File: config.mk
export PLATFORM = sky130hd
export DESIGN_NAME = threshold_dac_arb
export DESIGN_NICKNAME = d
export VERILOG_FILES = /design/src/rtl/threshold_dac_arb.sv
export SDC_FILE = /design/constraint.sdc
export NUM_CORES = 1
export LEC_CHECK = 0
export ABC_AREA = 1
export BUFFER_PORTS_ARGS = -buffer_cell sky130_fd_sc_hd__buf_4
export CORE_ASPECT_RATIO = 1.5
export CORE_MARGIN = 2
export CORE_UTILIZATION = 59
export CTS_CLUSTER_DIAMETER = 80
export DETAILED_ROUTE_END_ITERATION = 10
export PLACE_DENSITY = 0.88
export SLEW_MARGIN = 20
export SYNTH_ARGS = -nofsm -noshare
export SYNTH_HDL_FRONTEND = slang
export SYNTH_SLANG_ARGS = --single-unit
File: constraint.sdc
create_clock -name clk_i -period 6.5 [get_ports clk_i]
set_input_delay 1.3 -clock clk_i [delete_from_list [all_inputs] [get_ports clk_i]]
set_output_delay 1.3 -clock clk_i [all_outputs]
set_load 0.03 [all_outputs]
File: src/rtl/threshold_dac_arb.sv
// Round-robin arbiter sharing one multi-channel threshold DAC between N_CH measure
// controllers: per-channel shadow/pending capture, DAC write handshake, settle timing.
module threshold_dac_arb #(
    parameter int N_CH = 4,
    parameter int DW   = 16,
    localparam int CW  = $clog2(N_CH)
) (
    input  logic               clk_i,
    input  logic               arst_i,
    input  logic [N_CH*DW-1:0] ch_threshold_i,
    input  logic [N_CH-1:0]    ch_wre_i,
    output logic [N_CH-1:0]    ch_rdy_o,
    input  logic [15:0]        settle_cycles_i,
    output logic [DW-1:0]      dac_data_o,
    output logic [CW-1:0]      dac_ch_o,
    output logic               dac_wr_o,
    input  logic               dac_busy_i,
    output logic               busy_o,
    output logic [1:0]         state_o
);

    localparam logic [1:0] ST_IDLE   = 2'd0;
    localparam logic [1:0] ST_ISSUE  = 2'd1;
    localparam logic [1:0] ST_BUSY   = 2'd2;
    localparam logic [1:0] ST_SETTLE = 2'd3;

    logic [1:0]                 state_q, state_d;
    logic [N_CH-1:0]            pend_q, pend_d;
    logic [N_CH-1:0][DW-1:0]    shadow_q, shadow_d;
    logic [N_CH-1:0]            rdy_q, rdy_d;
    logic                       wr_q, wr_d;
    logic [DW-1:0]              data_q, data_d;
    logic [CW-1:0]              ch_q, ch_d;
    logic [15:0]                cnt_q, cnt_d;
    logic [CW-1:0]              last_q, last_d;
    logic [CW:0]                pick;
    logic                       complete;

    // Returns {found, index}; searches from last+1 upward so the nearest channel wins.
    function automatic logic [CW:0] rr_pick(input logic [N_CH-1:0] pend,
                                            input logic [CW-1:0] last);
        logic [CW:0]   res;
        int            idx;
        logic [CW-1:0] idx_c;
        res = '0;
        for (int i = N_CH; i >= 1; i--) begin
            idx   = (int'(last) + i) % N_CH;
            idx_c = idx[CW-1:0];
            if (pend[idx_c]) res = {1'b1, idx_c};
        end
        return res;
    endfunction

    always_comb begin
        state_d  = state_q;
        pend_d   = pend_q;
        shadow_d = shadow_q;
        rdy_d    = rdy_q;
        wr_d     = wr_q;
        data_d   = data_q;
        ch_d     = ch_q;
        cnt_d    = cnt_q;
        last_d   = last_q;
        complete = 1'b0;
        pick     = rr_pick(pend_q, last_q);

        for (int k = 0; k < N_CH; k++) begin
            if (ch_wre_i[k]) begin
                shadow_d[k] = ch_threshold_i[k*DW +: DW];
                pend_d[k]   = 1'b1;
                rdy_d[k]    = 1'b0;
            end
        end

        case (state_q)
            ST_IDLE: begin
                if (pick[CW]) begin
                    // Grant uses the pre-capture shadow; a same-cycle write stays pending.
                    data_d = shadow_q[pick[CW-1:0]];
                    ch_d   = pick[CW-1:0];
                    if (!ch_wre_i[pick[CW-1:0]]) pend_d[pick[CW-1:0]] = 1'b0;
                    cnt_d   = settle_cycles_i;
                    wr_d    = 1'b1;
                    state_d = ST_ISSUE;
                end
            end
            ST_ISSUE: begin
                if (dac_busy_i) begin
                    wr_d    = 1'b0;
                    state_d = ST_BUSY;
                end
            end
            ST_BUSY: begin
                if (!dac_busy_i) begin
                    if (cnt_q != 16'd0) state_d = ST_SETTLE;
                    else                complete = 1'b1;
                end
            end
            default: begin
                cnt_d = cnt_q - 16'd1;
                if (cnt_q <= 16'd1) complete = 1'b1;
            end
        endcase

        if (complete) begin
            state_d     = ST_IDLE;
            last_d      = ch_q;
            rdy_d[ch_q] = !pend_d[ch_q];
        end
    end

    always_ff @(posedge clk_i or posedge arst_i) begin
        if (arst_i) begin
            state_q  <= ST_IDLE;
            pend_q   <= '0;
            shadow_q <= '0;
            rdy_q    <= '0;
            wr_q     <= 1'b0;
            data_q   <= '0;
            ch_q     <= '0;
            cnt_q    <= '0;
            last_q   <= CW'(N_CH - 1);
        end else begin
            state_q  <= state_d;
            pend_q   <= pend_d;
            shadow_q <= shadow_d;
            rdy_q    <= rdy_d;
            wr_q     <= wr_d;
            data_q   <= data_d;
            ch_q     <= ch_d;
            cnt_q    <= cnt_d;
            last_q   <= last_d;
        end
    end

    assign ch_rdy_o   = rdy_q;
    assign dac_data_o = data_q;
    assign dac_ch_o   = ch_q;
    assign dac_wr_o   = wr_q;
    assign busy_o     = (state_q != ST_IDLE);
    assign state_o    = state_q;

endmodule

======== Word level (Yosys, flattened, before mapping) ========
Index checks and enable logic that the tools add are counted.
word-level totals
  register bits after elaboration ......... 111
  input bits .............................. 87
  output and inout port bits .............. 26
  word-level logic and storage cells ...... 101
cells by class
  add/sub/neg operators ................... 5
  order comparisons ....................... 9
  equality and inequality tests ........... 8
  muxes and demuxes ....................... 50
  bitwise logic cells ..................... 3
  reduce and logical (&&, ||, !) cells .... 14
operators by type and width
  kind                                                                               count
  16-bit binary-select mux with 2-bit select                                         1
  16-bit two-way mux                                                                 2
  16-bit one-hot mux with 2 select lines                                             1
  1-bit two-way mux                                                                  21
  2-bit by 3-bit less-than comparator with 1-bit output, second input constant       6
  16-bit by 1-bit less-or-equal comparator with 1-bit output, second input constant  1
  4-bit two-way mux                                                                  4
  16-bit nonzero test                                                                1
  16-bit by 1-bit subtractor with 16-bit output, second input constant               1
  1-bit binary-select mux with 2-bit select                                          6
  3-bit two-way mux                                                                  4
  3-bit != test, second input constant                                               4
  2-bit two-way mux                                                                  5
  2-bit one-hot mux with 3 select lines                                              1
  5-bit AND reduction                                                                1
  2-bit by 1-bit adder with 2-bit output, second input constant                      2
  2-bit adder, second input constant                                                 2
  4-bit AND                                                                          1
  4-bit bitwise mux                                                                  1
  1-bit demux with 2-bit select                                                      2
  2-bit by 1-bit >= comparator with 1-bit output, second input constant              2
  2-bit != test, second input constant                                               2
  4-bit inverter                                                                     1
  1-bit one-hot mux with 2 select lines                                              2
  other kinds (11)                                                                   15

======== Depth between registers and ports, before layout ========
  word-level depth ........................ 21
  depth in mapped cells ................... 19
  depth with buffers taken out ............ 18

======== Least setup slack after synthesis ========
No wires, ideal clock.
  path kind ............................... register to output
  from .................................... reg state_q[0] (netlist: state_o[0])
  to ...................................... out busy_o
  arrival time ............................ 1650 ps
  required time ........................... 5200 ps
  slack ................................... 3550 ps
  cell stages (with the launch flop) ...... 6
  buffers on the path ..................... 2
  cells stage by stage .................... dfrtp_1 inv_1 ha_1 clkbuf_1 inv_1 clkbuf_1
between the ends
  longest elaborated chain between the ends .. 1
ends and longest elaborated chain
  what                    RTL line  text
  from (decl)             27        logic [1:0] state_q, state_d;
  from (signal assigned)  124       state_q <= state_d;
  2-bit nonzero test      140       assign busy_o = (state_q != ST_IDLE);
  to (decl)               18        output logic busy_o,
Every way passes these cells.

======== Worst setup path in the final report ========
Ends and elaborated chain as after synthesis.

==> key figures <==
Outcome
  • Outcome: finished, final reports clean

Clock network
  • H-tree depth: 3
  • Clock latency on the worst-skew pair: 0.35 ns
  • CTS tree: done
  • Worst-path clk slew: 0.07 ns
  • # clock sinks: 111
  • CTS resizes: 0
  • Post-CTS Setup Bufs: 0
  • Clock buffer depth: 2
  • Root Driver: clkbuf_16
  • Hold Buf Count CTS: 0
  • CTS Buf Count: 9

Cells and area
  • Area Growth Syn to Fin: 21.94%
  • Commonest non-fill, non-tap cells in the layout: nand2_1 (190), buf_4 (115), dfrtp_1 (109), inv_1 (91), o21ai_0 (79)
  • Layout Utilization: 73.78%
  • Fillers: 675
  • Multi-input gate area: 0.002263 mm2
  • Share of cells above drive strength 1: 20.60%
  • Antenna diodes: 0
  • Most common cell after layout, fill and taps aside: nand2_1
  • FF+latch area: 0.002780 mm2
  • NumNets Final: approximately 890

Pwr
  • Seq pwr share: approximately 30%
  • Switching share of total power: 45.32%
  • VDD IR-drop max: about 0.00027 V
  • Internal: 1.767 mW
  • P per Cell Area: 476.0 mW/mm2
  • LEAKAGE: 3.458 nW
  • Comb pwr share: between 40% and 50%
  • P_sw: 1.464 mW
  • Clock network fraction of total power: 19.9%

Yosys
  • Post-synth cell types: slightly above 40
  • Seq/Total Area, Yosys: between 40% and 50%
  • Syn Area/Cell: around 8 um2
  • Post-synthesis register bit count: 111
  • Ys Warns: 0
  • Post-Synthesis Cells: 698
  • Post-Syn Area: 0.005567 mm2
  • Syn Nets: 791

Global route
  • First-pass GRT wire length: between 20000 and 25000 um
  • Largest net degree at the start of global routing: 80
  • Gr usage total: 29.11%
  • Antenna violations before repair: 0
  • GRT Residual Overflow: 0
  • Number of global-route vias before repair: 5240

STA
  • Hold Fails Final Rpt: 0
  • Fin crit share: 51.65%
  • Final setup vio count: 0
  • Pins Over Slew Limit: 0
  • Final min period: 3.357 ns
  • Setup TNS: 0 ns
  • Worst hold margin: 0.4790 ns
  • Rel. slew slack: between 30% and 40%
  • Max Clock Freq: 0.2979 GHz
  • Measured slew at the worst slew-check pin: 0.9860 ns
  • Post-Route Skew: 0.006175 ns
  • RSZ-0062 raised after global routing: false

Run
  • Max cap viols: 0

Worst setup path
  • FF-to-FF End: dac_data_o[4]$_DFFE_PP0P_
  • Crit path DAT: a little over 2 ns
  • CP required: approximately 5.2 ns
  • Reg2reg setup slack: about 3.9 ns
  • Reg2reg start: last_q[0]$_DFFE_PP1P_
  • Crit-path max FO: 23
  • Crit end category: output port
  • R2R cell count: 11
  • WS Path Type: register to output port
  • CP startpoint kind: register

Place
  • Gpl congestion: 0.8976
  • HPWL after DPL: 10330 um
  • PortBufs: 112

Floorplan
  • Full die area: 0.01024 mm2
  • Ports: ~110
  • Rows: 43
  • Die W: approximately 83 um
  • Starting Density: 60.51%
  • Core area: 0.009200 mm2
  • Die Height: roughly 120 um

Min path
  • WHS Path Cells: 2
  • HP Start: shadow_q[8]$_DFFE_PP0P_
  • WHS Endpoint: shadow_q[8]$_DFFE_PP0P_
  • Hold Crit Class: register to register

Drt
  • DR iter-0 viols: 381
  • Routed len/inst: roughly 16 um
  • Final ANT Viol Nets: 0
  • Drt via density: 5.688
  • Via count: 5193
  • Pre-Repair DR Iteration Count: 7
  • Remaining DRCs: 0
  • Post-Route WL: 14290 um
## metrics by stage
step,setup slack (ns),area (um2),power (mW),instances
after floorplan,2.273,5567,2.173,698
after global placement,3.620,6434,2.494,897
after detailed placement,3.544,6434,2.568,897
after CTS,3.166,6788,3.226,913
after global routing,3.047,6788,3.442,913
final,3.143,6788,3.231,913
## worst max-delay path: stages, from the launching register on
cell and delay [ns]:
dfrtp_1 0.42, inv_1 0.10, ha_1 0.21, buf_4 0.20, inv_1 0.49, buf_4 0.28
## Yosys cell counts (all sizes together)
library cell	instances	share of area (%)
a211oi	3	0.40
a21oi	26	2.3
a31oi	5	0.56
a41oi	3	0.47
and2	1	0.16
buf	10	1.3
clkbuf	18	1.2
clkinv	1	0.067
dfrtp	109	49
dfstp	2	0.94
ha	6	1.3
inv	100	6.8
mux2	3	0.61
nand2	199	14
nand3	24	2.2
nand3b	4	0.99
nand4	6	0.67
nor2	53	3.7
nor3	2	0.18
nor4	1	0.11
o211ai	12	1.6
o21a	1	0.13
o21ai	85	7.8
o221ai	1	0.16
o22a	6	0.94
o22ai	12	1.3
o41ai	1	0.29
or2	1	0.11
xnor2	1	0.16
xor2	2	0.31
## power groups by stage
stage	Sequential (mW)	Combinational (mW)	Clock, mW
floorplan	1.09	1.08	0
global placement	0.996	1.50	0
detailed placement	1.00	1.57	0
CTS	0.992	1.59	0.649
global route	1.01	1.75	0.681
finish	0.996	1.59	0.644
## cells by family after synthesis
logic type / Yosys count / synth area share [%]
adders and majority gates: 6 / 1.349
and+or+nand+nor: 291 / 22.18
muxes: 3 / 0.6068
AOI/OAI and AO/OA: 155 / 16.05
buffers and inverters: 129 / 9.395
xor gates and xnor gates: 3 / 0.4721
DFF: 111 / 49.94
## worst max path at each step
stage | from | endpoint | slack (ns)
after floorplan | arst_i | ch_rdy_o[0]$_DFF_PP0_ | 2.27
after global placement | state_o[0]$_DFFE_PP0P_ | busy_o | 3.62
after detailed placement | state_o[0]$_DFFE_PP0P_ | busy_o | 3.54
after CTS | state_o[0]$_DFFE_PP0P_ | busy_o | 3.17
after global routing | state_o[0]$_DFFE_PP0P_ | busy_o | 3.05
final | state_o[0]$_DFFE_PP0P_ | busy_o | 3.14
## registers in the layout, indices dropped and copies added, names as in the netlist
register	count
ch_rdy_o	4
cnt_q	16
dac_ch_o	2
dac_data_o	16
dac_wr_o	1
last_q	2
pend_q	4
shadow_q	64
state_o	2
## layout make-up
class / count / share of cell area [%]
repair buffers: 115 / 12.72
clock buffers: 10 / 3.521
flip-flops and latches: 111 / 40.96
clock inverters: 6 / 1.696
well taps: 112 / 2.065
inverters: 101 / 5.696
multi-input cells: 458 / 33.35
## metal layers
layer	routed length (um)	share of wire, %	GRT usage (%)
met3	670	4.7	5.207
met4	466	3.3	13.52
met5	0	0	0
met1	5418	38	33.44
met2	7730	54	52.87
Power figures use the tool's default switching activity.
